**src/rtl/fft_window_pkg.sv**
```systemverilog
// fft_window shared types and arithmetic
// Window rounding/saturation helpers used by the pipeline
package fft_window_pkg;

  localparam int WMAX = 32;
  localparam int UNITY = 2 ** 15 - 1;

  typedef struct packed {
    logic signed [WMAX-1:0] data;
    logic                   last;
    logic                   sat;
  } win_beat_t;

  function automatic logic [WMAX-1:0] win_unity(input int cw);
    return WMAX'((64'sd1 <<< (cw - 1)) - 64'sd1);
  endfunction

  // Round half up, shift back to Q1.x, clip to dw bits
  function automatic logic [WMAX:0] win_sat_prod(
    input logic signed [2*WMAX-1:0] p,
    input int                       dw,
    input int                       cw
  );
    logic signed [2*WMAX-1:0] r;
    logic signed [2*WMAX-1:0] hi;
    logic signed [2*WMAX-1:0] lo;
    logic                     sat;
    logic [WMAX-1:0]          res;
    r   = (p + (64'sd1 <<< (cw - 2))) >>> (cw - 1);
    hi  = (64'sd1 <<< (dw - 1)) - 64'sd1;
    lo  = -hi - 64'sd1;
    sat = 1'b0;
    res = r[WMAX-1:0];
    if (r > hi) begin
      res = hi[WMAX-1:0];
      sat = 1'b1;
    end else if (r < lo) begin
      res = lo[WMAX-1:0];
      sat = 1'b1;
    end
    return {sat, res};
  endfunction

  function automatic logic [WMAX:0] win_round_sat(
    input logic signed [WMAX-1:0] data,
    input logic signed [WMAX-1:0] coef,
    input int                     dw,
    input int                     cw
  );
    logic signed [2*WMAX-1:0] p;
    p = (2*WMAX)'(data) * (2*WMAX)'(coef);
    return win_sat_prod(p, dw, cw);
  endfunction

endpackage

```
**src/rtl/fft_window_mul.sv**
```systemverilog
// fft_window two-stage multiply pipeline
// S1 holds the product, S2 the rounded/saturated beat
module fft_window_mul
  import fft_window_pkg::*;
#(
  parameter int DATA_WIDTH = 16,
  parameter int COEF_WIDTH = 16
) (
  input  logic                         clk_i,
  input  logic                         rst_i,
  input  logic                         flush_i,
  input  logic                         adv1_i,
  input  logic                         adv2_i,
  input  logic                         in_fire_i,
  input  logic signed [DATA_WIDTH-1:0] data_i,
  input  logic signed [COEF_WIDTH-1:0] coef_i,
  input  logic                         bypass_i,
  input  logic                         last_i,
  output logic                         s1_valid_o,
  output logic                         valid_o,
  output win_beat_t                    beat_o
);

  localparam int PW = DATA_WIDTH + COEF_WIDTH;

  logic                         s1_valid_q;
  logic signed [PW-1:0]         s1_prod_q;
  logic signed [DATA_WIDTH-1:0] s1_data_q;
  logic                         s1_byp_q;
  logic                         s1_last_q;
  logic                         s2_valid_q;
  win_beat_t                    s2_q;
  win_beat_t                    s2_d;
  logic [WMAX:0]                rs;

  // S1 valid: loads on advance, cleared by flush
  always_ff @(posedge clk_i) begin
    if (rst_i) begin
      s1_valid_q <= 1'b0;
    end else if (flush_i) begin
      s1_valid_q <= 1'b0;
    end else if (adv1_i) begin
      s1_valid_q <= in_fire_i;
    end
  end

  // S1 payload: product plus raw sample for bypass
  always_ff @(posedge clk_i) begin
    if (adv1_i && in_fire_i) begin
      s1_prod_q <= data_i * coef_i;
      s1_data_q <= data_i;
      s1_byp_q  <= bypass_i;
      s1_last_q <= last_i;
    end
  end

  // S2 next beat: round/saturate or pass through
  always_comb begin
    rs = win_sat_prod(
      {{(2*WMAX-PW){s1_prod_q[PW-1]}}, s1_prod_q},
      DATA_WIDTH, COEF_WIDTH);
    s2_d.last = s1_last_q;
    if (s1_byp_q) begin
      s2_d.data = {{(WMAX-DATA_WIDTH){s1_data_q[DATA_WIDTH-1]}},
                   s1_data_q};
      s2_d.sat  = 1'b0;
    end else begin
      s2_d.data = rs[WMAX-1:0];
      s2_d.sat  = rs[WMAX];
    end
  end

  // S2 register: payload only moves when a beat arrives
  always_ff @(posedge clk_i) begin
    if (rst_i) begin
      s2_valid_q <= 1'b0;
      s2_q       <= '0;
    end else if (flush_i) begin
      s2_valid_q <= 1'b0;
    end else if (adv2_i) begin
      s2_valid_q <= s1_valid_q;
      if (s1_valid_q) s2_q <= s2_d;
    end
  end

  assign s1_valid_o = s1_valid_q;
  assign valid_o    = s2_valid_q;
  assign beat_o     = s2_q;

endmodule

```
**src/rtl/fft_window.sv**
```systemverilog
// fft_window: windowing stage in front of fft_core
// Coef table, frame index, bypass latch and handshake
module fft_window
  import fft_window_pkg::*;
#(
  parameter int FFT_SIZE   = 16,
  parameter int DATA_WIDTH = 16,
  parameter int COEF_WIDTH = 16
) (
  input  logic                        clk_i,
  input  logic                        rst_i,
  input  logic [DATA_WIDTH-1:0]       s_data_i,
  input  logic                        s_valid_i,
  output logic                        s_ready_o,
  output logic [DATA_WIDTH-1:0]       m_data_o,
  output logic                        m_valid_o,
  input  logic                        m_ready_i,
  output logic                        m_last_o,
  input  logic                        bypass_i,
  input  logic                        flush_i,
  input  logic                        coef_we_i,
  input  logic [$clog2(FFT_SIZE)-1:0] coef_addr_i,
  input  logic [COEF_WIDTH-1:0]       coef_data_i,
  output logic                        sat_o
);

  localparam int AW = $clog2(FFT_SIZE);
  localparam logic [COEF_WIDTH-1:0] UNITY_C =
    COEF_WIDTH'(win_unity(COEF_WIDTH));

  logic [COEF_WIDTH-1:0] coef_q [FFT_SIZE];
  logic [AW-1:0]         idx_q;
  logic [AW-1:0]         idx_d;
  logic                  byp_q;
  logic                  byp_cur;
  logic                  adv1;
  logic                  adv2;
  logic                  s1_valid;
  logic                  in_fire;
  logic                  first;
  win_beat_t             beat;
  logic                  unused_hi;

  assign adv2      = !m_valid_o || m_ready_i;
  assign adv1      = !s1_valid || adv2;
  assign s_ready_o = adv1 && !rst_i && !flush_i;
  assign in_fire   = s_valid_i && s_ready_o;
  assign first     = (idx_q == '0);
  assign byp_cur   = first ? bypass_i : byp_q;

  // Coefficient table; a write lands after this cycle's read
  always_ff @(posedge clk_i) begin
    if (rst_i) begin
      for (int i = 0; i < FFT_SIZE; i++) coef_q[i] <= UNITY_C;
    end else if (coef_we_i) begin
      coef_q[coef_addr_i] <= coef_data_i;
    end
  end

  // Next frame index: flush restarts, accepts advance
  always_comb begin
    idx_d = idx_q;
    if (flush_i) idx_d = '0;
    else if (in_fire) idx_d = idx_q + AW'(1);
  end

  // Index counter and per-frame bypass latch
  always_ff @(posedge clk_i) begin
    if (rst_i) begin
      idx_q <= '0;
      byp_q <= 1'b0;
    end else begin
      idx_q <= idx_d;
      if (in_fire && first) byp_q <= bypass_i;
    end
  end

  fft_window_mul #(
    .DATA_WIDTH(DATA_WIDTH),
    .COEF_WIDTH(COEF_WIDTH)
  ) u_mul (
    .clk_i      (clk_i),
    .rst_i      (rst_i),
    .flush_i    (flush_i),
    .adv1_i     (adv1),
    .adv2_i     (adv2),
    .in_fire_i  (in_fire),
    .data_i     (s_data_i),
    .coef_i     (coef_q[idx_q]),
    .bypass_i   (byp_cur),
    .last_i     (idx_q == AW'(FFT_SIZE - 1)),
    .s1_valid_o (s1_valid),
    .valid_o    (m_valid_o),
    .beat_o     (beat)
  );

  assign m_data_o  = beat.data[DATA_WIDTH-1:0];
  assign m_last_o  = m_valid_o && beat.last;
  assign sat_o     = m_valid_o && m_ready_i && beat.sat;
  assign unused_hi = ^beat.data[WMAX-1:DATA_WIDTH];

endmodule

```
**config.mk**
```make
export PLATFORM = sky130hd
export DESIGN_NAME = fft_window
export DESIGN_NICKNAME = d
export VERILOG_FILES = /design/src/rtl/fft_window_pkg.sv /design/src/rtl/fft_window_mul.sv /design/src/rtl/fft_window.sv
export SDC_FILE = /design/constraint.sdc
export NUM_CORES = 1
export LEC_CHECK = 0
export CAP_MARGIN = 20
export CORE_MARGIN = 2
export CORE_UTILIZATION = 57
export DETAILED_ROUTE_END_ITERATION = 10
export PLACE_DENSITY = 0.71
export SLEW_MARGIN = 10
export SYNTH_ARGS = -nofsm -noshare
export SYNTH_HDL_FRONTEND = slang
export SYNTH_SLANG_ARGS = --single-unit
```
**constraint.sdc**
```tcl
create_clock -name clk_i -period 15.7 [get_ports clk_i]
set_clock_uncertainty 0.2 [all_clocks]
set_input_delay 4.71 -clock clk_i [delete_from_list [all_inputs] [get_ports clk_i]]
set_output_delay 4.71 -clock clk_i [all_outputs]
set_load 0.01 [all_outputs]
```
==> results of run 1 <==
## cell families after synthesis
group	after synthesis
AOI/OAI and AO/OA	143
xor gates and xnor gates	44
buffers and inverters	448
muxes	82
and+or+nand+nor	700
adders and majority gates	343
DFF	321
## through the flow
| stage | utilization | instances |
|---|---|---|
| final | 0.6237 | 2637 |
| after global routing | 0.6237 | 2637 |
| after CTS | 0.6235 | 2636 |
| after detailed placement | 0.5995 | 2577 |
| after global placement | 0.5995 | 2577 |
| after floorplan | - | 2081 |
## worst max-delay path: cells and delay by family
family	cells	cell delay, ns
AND/OR/NAND/NOR	1	0.41
AO/OA/AOI/OAI	1	0.17
buffers and inverters	3	1.23
## per-layer routing
metal / share of wire / wire length, µm / vias up / global-route usage
li1: - / - / 6749 / -
met4: 0.028 / 1527 / 0 / 0.08256
met5: 0 / 0 / - / 0
met1: 0.41 / 22940 / 7587 / 0.3464
met2: 0.50 / 27770 / 466 / 0.4561
met3: 0.057 / 3144 / 110 / 0.03889
## how the worst max path moves through the flow
stage,start,to,slack [ns],cells after the start
final,rst_i,s_ready_o,4.27,5
after global routing,s_data_i[15],u_mul.s1_prod_q[31]$_DFFE_PP_,4.16,21
after CTS,rst_i,s_ready_o,4.27,5
after detailed placement,s_data_i[15],u_mul.s1_prod_q[31]$_DFFE_PP_,4.07,21
after global placement,s_data_i[15],u_mul.s1_prod_q[31]$_DFFE_PP_,4.16,21
after floorplan,s_data_i[15],u_mul.s1_prod_q[31]$_DFFE_PP_,5.20,22
## sequential cells by signal (all words and copies together) (netlist names), named ones only
name and flops:
coef_q 256, u_mul.beat_o 18, u_mul.s1_prod_q 18, u_mul.s1_data_q 16, idx_q 4, byp_q 1, u_mul.s1_byp_q 1, u_mul.s1_last_q 1
u_mul.s1_valid_o 1, u_mul.valid_o 1
## layout make-up
cell class / instances / area share
timing repair buffer: 77 / 0.02796
multi-input combinational: 1312 / 0.5039
clock inverter: 14 / 0.003293
inverter: 329 / 0.04710
clock buffer: 45 / 0.03522
sequential: 321 / 0.3568
tap: 539 / 0.02572
## cell usage in the layout, fill, tap and decap left out, types with 9 or more instances in the layout
| cell type | instances |
|---|---|
| sky130_fd_sc_hd__nand2b_1 | 97 |
| sky130_fd_sc_hd__nor3_1 | 12 |
| sky130_fd_sc_hd__buf_4 | 15 |
| sky130_fd_sc_hd__or2_2 | 163 |
| sky130_fd_sc_hd__nand3_1 | 20 |
| sky130_fd_sc_hd__o21ai_0 | 22 |
| sky130_fd_sc_hd__ha_1 | 82 |
| sky130_fd_sc_hd__clkbuf_1 | 9 |
| sky130_fd_sc_hd__a21o_1 | 15 |
| sky130_fd_sc_hd__nor2b_1 | 10 |
| sky130_fd_sc_hd__xor2_1 | 13 |
| sky130_fd_sc_hd__mux4_2 | 73 |
| sky130_fd_sc_hd__xnor2_1 | 31 |
| sky130_fd_sc_hd__clkdlybuf4s50_1 | 62 |
| sky130_fd_sc_hd__nand4_1 | 9 |
| sky130_fd_sc_hd__inv_1 | 327 |
| sky130_fd_sc_hd__or3_1 | 17 |
| sky130_fd_sc_hd__a21oi_1 | 45 |
| sky130_fd_sc_hd__o211ai_1 | 13 |
| sky130_fd_sc_hd__clkbuf_16 | 35 |
| sky130_fd_sc_hd__dfxtp_1 | 27 |
| sky130_fd_sc_hd__nor2_1 | 52 |
| sky130_fd_sc_hd__nand2_1 | 159 |
| sky130_fd_sc_hd__edfxtp_1 | 292 |
| sky130_fd_sc_hd__fa_1 | 261 |
| sky130_fd_sc_hd__and2_1 | 143 |
==> impl_summary.log, run 1 <==
INFO  metric timing.critical_path.arrival = 6.52 ns
INFO  metric synthesis.yosys.warnings = 0
INFO  metric cp_required = 10.79 ns
INFO  metric port_bufs = between 60 and 70
INFO  metric syn_inst_count = between 2000 and 2500
INFO  metric timing.fmax = 87.50 MHz
INFO  metric timing.final.crit_period = 11.43 ns
INFO  metric finalHoldViolCount = 0
INFO  metric place.gp.congestion = 0.8846
INFO  metric setup.reg_to_reg.worst_slack = 6.83 ns
INFO  metric maxCapViolations = 0
INFO  metric multi_input_comb_area = 13210 µm²
INFO  metric die_height = 210.5 µm
INFO  metric place_hpwl = 40540 µm
INFO  metric synthSimpleGateAreaFrac = 0.1574
INFO  metric yosys_register_bits = about 320
INFO  metric cts_sink_cnt = roughly 320
INFO  metric timing_max_transition_violations_final = 0
INFO  metric synth_top_family_by_area = adder cells
INFO  metric period_share = 0.7280
INFO  metric detailedRoute.firstPassIterationCount = 5
INFO  metric final_critical_path_setup_slack = about 4.3 ns
INFO  metric syn-num-nets = around 2500
INFO  metric number_of_antenna_violations_at_the_first_check_in_global_routing = 0
INFO  metric netlist-cell-type-count = 64
INFO  metric post-route-cell-area = 26220 µm²
INFO  metric async_set_or_reset_flop_fraction_in_the_synthesized_netlist = 0
INFO  metric post_drt_wl_per_cell = about 21 µm
INFO  metric clk_path_buf_depth = 3
INFO  metric clock_latency_late_sink = 0.55 ns
INFO  metric dp_worst_setup_slack = slightly above 4 ns
INFO  metric area.sequential = 9354 µm²
INFO  metric worstSetupStartpointType = input port
INFO  metric yosys.area.top_type_share = 0.3606
INFO  metric cp_capture_type = output pin
INFO  metric max_stage_delay = 0.56 ns
INFO  metric path_class = in2out
INFO  metric synth_top_cells_by_count = 327 x sky130_fd_sc_hd__inv_1, 292 x sky130_fd_sc_hd__edfxtp_1, 261 x sky130_fd_sc_hd__fa_1
INFO  metric finish.net_count = between 2000 and 2500
INFO  metric result_of_the_run = finished clean
INFO  metric fp-row-count = 75
INFO  metric cts_tree = built
INFO  metric synth_top_area_cell = sky130_fd_sc_hd__edfxtp_1
INFO  metric synth_compound_area_frac = 0.03937
INFO  metric synth.cell_area = approximately 24000 µm²
INFO  metric nFillCells = 3286
INFO  metric route.final.wire_length = around 55000 µm
INFO  metric ctsResizeCount = 0
INFO  metric maxSlewHeadroom = 0.2968
INFO  metric hold_path.class = reg2reg
INFO  metric place_area = roughly 25000 µm²
INFO  metric share_of_layout_cells_above_drive_strength_1 = 0.1487
INFO  metric path_clk_slew = 0.06 ns
INFO  metric cts_setup_buffers = 0
INFO  metric die_width = 210.5 µm
INFO  metric drc_errors = 0
INFO  metric grt_util_all_layers = 0.2636
INFO  metric worst_hold_startpoint = u_mul.beat_o[0]$_SDFFE_PP0P_
INFO  metric synth_most_common_cell = sky130_fd_sc_hd__inv_1
INFO  metric via_per_inst = ~5.7
INFO  metric grt_pass1_wl = between 80000 and 90000 µm
INFO  metric ant_nets = 0
INFO  metric crit_path_top_delay_cell = sky130_fd_sc_hd__clkdlybuf4s50_1
INFO  metric initialDrtViolationCount = 873
INFO  metric ys_seq_area_frac = 0.3845
INFO  metric dominantRegCellSynth = sky130_fd_sc_hd__edfxtp_1
INFO  metric floorplan.initialDensity = 0.5784
INFO  metric count_of_flip_flops_with_a_built_in_enable_after_synthesis = 292
INFO  metric cts_made_buffers = 35
INFO  metric worst_hold_slack = 0.2559 ns
INFO  metric grt_overflow = 0
INFO  metric first_global_vias = approximately 16000
INFO  metric h-tree-depth = 2
INFO  metric design.core.area = 42040 µm²
INFO  metric whs_path_depth = 2
INFO  metric endpoint_of_the_worst_hold_path = u_mul.beat_o[0]$_SDFFE_PP0P_
INFO  metric critical-path-top-cell-by-count = sky130_fd_sc_hd__clkdlybuf4s50_1
INFO  metric worstPathCellList = clkdlybuf4s50_1, buf_4, or2_2, a21oi_1, clkdlybuf4s50_1
INFO  metric netlist_top_cells_area = sky130_fd_sc_hd__edfxtp_1 36%, sky130_fd_sc_hd__fa_1 21%, sky130_fd_sc_hd__mux4_2 6.8%
INFO  metric design.portCount = between 60 and 70
INFO  metric worstRegToRegCells = 27
INFO  metric rsz0062_at_grt = false
INFO  metric die_area = 44330 µm²
INFO  metric setup_violations = 0
INFO  metric num_vias = 14912
INFO  metric clock-root-buffer = sky130_fd_sc_hd__clkbuf_16
INFO  metric terminus_of_the_critical_flop_to_flop_path = u_mul.s1_prod_q[31]$_DFFE_PP_
INFO  metric worst_pin_slew = 1.055 ns
INFO  metric critical_path_peak_fanout = 38
INFO  metric layout-area-overhead-vs-synth = 7.832%
INFO  metric post_synth_mux_area_share = 0.07276
INFO  metric post_synth.cell_area_avg = 11.68 µm²
INFO  metric grt_max_degree = 63
INFO  metric synth_adder_area_share = 0.2571
INFO  metric synth_xor_area_frac = 0.01585
INFO  metric setup-tns-final = 0 ns
INFO  metric cts_hold_buffers = 0
INFO  metric num_antenna_cells = 0
Power of run 1 is not shown: default switching activity piles up to over one toggle a cycle in this logic, so the estimate is an artifact.
==> run 2, diff against run 1 <==
Settings changed: PLACE_DENSITY 0.71 to 0.74.
Clock period 15.7 ns to 9.4 ns, I/O delays scaled along.
==> run 2 against run 1 <==
  * Count of clock-buffer cells in the layout unchanged
  * Critical path depth increased by 14
  * Cell count increased by 1.5%
  * Routed wire length increased by 1.6%
  * Critical endpoint is now u_mul.s1_prod_q[26]$_DFFE_PP_
==> impl_summary.log, run 2 (synthesized netlist as in run 1, its figures left out) <==
INFO  metric dp_worst_setup_slack = 0.1032 ns
INFO  metric terminus_of_the_critical_flop_to_flop_path = u_mul.s1_prod_q[24]$_DFFE_PP_
INFO  metric detailedRoute.firstPassIterationCount = 5
INFO  metric grt_max_degree = 48
INFO  metric finish.net_count = 2497
INFO  metric clock_latency_late_sink = around 0.55 ns
INFO  metric die_height = 210.5 µm
INFO  metric layout.cells.most_common = sky130_fd_sc_hd__inv_1
INFO  metric cts_setup_buffers = 0
INFO  metric path_class = in2reg
INFO  metric critical_path_peak_fanout = 12
INFO  metric rsz0062_at_grt = false
INFO  metric clock-root-buffer = sky130_fd_sc_hd__clkbuf_16
INFO  metric grt_util_all_layers = 0.2671
INFO  metric timing.critical_path.arrival = 8.89 ns
INFO  metric drc_errors = 0
INFO  metric largest_register = coef_q
INFO  metric postLayoutCoreUtil = 0.6323
INFO  metric worst_hold_startpoint = u_mul.beat_o[9]$_SDFFE_PP0P_
INFO  metric die_width = approximately 210 µm
INFO  metric cp_capture_type = register
INFO  metric via_per_inst = ~5.7
INFO  metric design.portCount = 63
INFO  metric route.final.wire_length = ~56000 µm
INFO  metric timing.final.crit_period = between 8 and 9 ns
INFO  metric hold_path.class = reg2reg
INFO  metric timing_max_transition_violations_final = 0
INFO  metric path_clk_slew = ~0.060 ns
INFO  metric final_critical_path_setup_slack = 0.5888 ns
INFO  metric layout-area-overhead-vs-synth = 9.324%
INFO  metric worst_pin_slew = 1.071 ns
INFO  metric result_of_the_run = finished clean
INFO  metric place_hpwl = 41060 µm
INFO  metric worstRegToRegCells = 23
INFO  metric clk_path_buf_depth = 3
INFO  metric mostFrequentLayoutCells = 327 x sky130_fd_sc_hd__inv_1, 292 x sky130_fd_sc_hd__edfxtp_1, 261 x sky130_fd_sc_hd__fa_1
INFO  metric first_global_vias = 16500
INFO  metric whs_path_depth = 2
INFO  metric initialDrtViolationCount = 887
INFO  metric place.gp.congestion = ~0.90
INFO  metric setup.reg_to_reg.worst_slack = 0.95 ns
INFO  metric number_of_antenna_violations_at_the_first_check_in_global_routing = 0
INFO  metric maxSlewHeadroom = 0.2863
INFO  metric timing.fmax = 113.5 MHz
INFO  metric cts_tree = built
INFO  metric port_bufs = 62
INFO  metric die_area = 44330 µm²
INFO  metric fp-row-count = 75
INFO  metric num_vias = 15271
INFO  metric grt_pass1_wl = roughly 90000 µm
INFO  metric design.core.area = 42040 µm²
INFO  metric share_of_layout_cells_above_drive_strength_1 = 0.1643
INFO  metric cts_made_buffers = 35
INFO  metric cts_hold_buffers = 0
INFO  metric cp_required = 9.48 ns
INFO  metric maxCapViolations = 0
INFO  metric setup_violations = 0
INFO  metric setup-tns-final = 0 ns
INFO  metric period_share = 0.9374
INFO  metric largest_register_ffs = between 200 and 300
INFO  metric cts_sink_cnt = around 320
INFO  metric worstSetupStartpointType = input port
INFO  metric post_drt_wl_per_cell = 21.02 µm
INFO  metric nFillCells = 3219
INFO  metric h-tree-depth = 2
INFO  metric finalHoldViolCount = 0
INFO  metric ctsResizeCount = 0
INFO  metric ant_nets = 0
INFO  metric grt_overflow = 0
INFO  metric endpoint_of_the_worst_hold_path = u_mul.beat_o[9]$_SDFFE_PP0P_
INFO  metric floorplan.initialDensity = 0.5784
[run 2: critical path, cell delays in order]
cell and delay (ns):
sky130_fd_sc_hd__clkdlybuf4s50_1 0.60, sky130_fd_sc_hd__buf_4 0.28, sky130_fd_sc_hd__and2_1 0.18, sky130_fd_sc_hd__fa_1 0.41, sky130_fd_sc_hd__inv_1 0.08, sky130_fd_sc_hd__fa_1 0.45, sky130_fd_sc_hd__fa_1 0.53, sky130_fd_sc_hd__inv_1 0.06
sky130_fd_sc_hd__fa_1 0.54, sky130_fd_sc_hd__fa_1 0.44, sky130_fd_sc_hd__fa_1 0.48, sky130_fd_sc_hd__ha_1 0.38, sky130_fd_sc_hd__nand3_1 0.14, sky130_fd_sc_hd__a211oi_1 0.38, sky130_fd_sc_hd__a22oi_1 0.18, sky130_fd_sc_hd__a311oi_4 0.39
sky130_fd_sc_hd__nor3_1 0.11, sky130_fd_sc_hd__o31a_1 0.30, sky130_fd_sc_hd__xnor2_1 0.13
[run 2: layout make-up]
class / count / area, µm² / share of cell area
inverter: 329 / 1235 / 0.04646
timing repair buffer: 112 / 1033 / 0.03888
tap: 539 / 674.4 / 0.02537
antenna: 1 / 2.502 / 0.00009414
multi-input combinational: 1312 / 13220 / 0.4972
clock inverter: 17 / 143.9 / 0.005413
sequential: 321 / 9354 / 0.3519
clock buffer: 45 / 923.4 / 0.03474
[run 2: routing by layer]
layer,part of all wire,wire (µm),global-route usage
met5,0,0,0
met4,0.036,2029,0.09883
met3,0.063,3550,0.03531
met2,0.51,28650,0.4718
met1,0.39,22030,0.3384
[run 2: worst max path at each step]
stage                 start                             to  slack, ns  cells past startpoint
2_1_floorplan  s_data_i[15]  u_mul.s1_prod_q[31]$_DFFE_PP_       0.79                     22
3_3_place_gp    s_data_i[5]  u_mul.s1_prod_q[28]$_DFFE_PP_       0.18                     21
3_5_place_dp    s_data_i[5]  u_mul.s1_prod_q[24]$_DFFE_PP_       0.10                     21
4_1_cts         s_data_i[5]  u_mul.s1_prod_q[24]$_DFFE_PP_       0.65                     21
5_1_grt         s_data_i[5]  u_mul.s1_prod_q[26]$_DFFE_PP_       0.32                     21
6_report        s_data_i[8]  u_mul.s1_prod_q[26]$_DFFE_PP_       0.59                     19
[run 2: metrics by stage]
| step | hold WS [ns] | cells | instance area (µm²) |
|---|---|---|---|
| floorplan | 0.2275 | 2081 | 24310 |
| global placement | 0.2357 | 2613 | 25510 |
| detailed placement | 0.2461 | 2613 | 25510 |
| CTS | 0.2539 | 2675 | 26580 |
| global route | 0.2780 | 2675 | 26580 |
| finish | 0.2510 | 2676 | 26580 |
Power of run 2 is left out for the same reason.
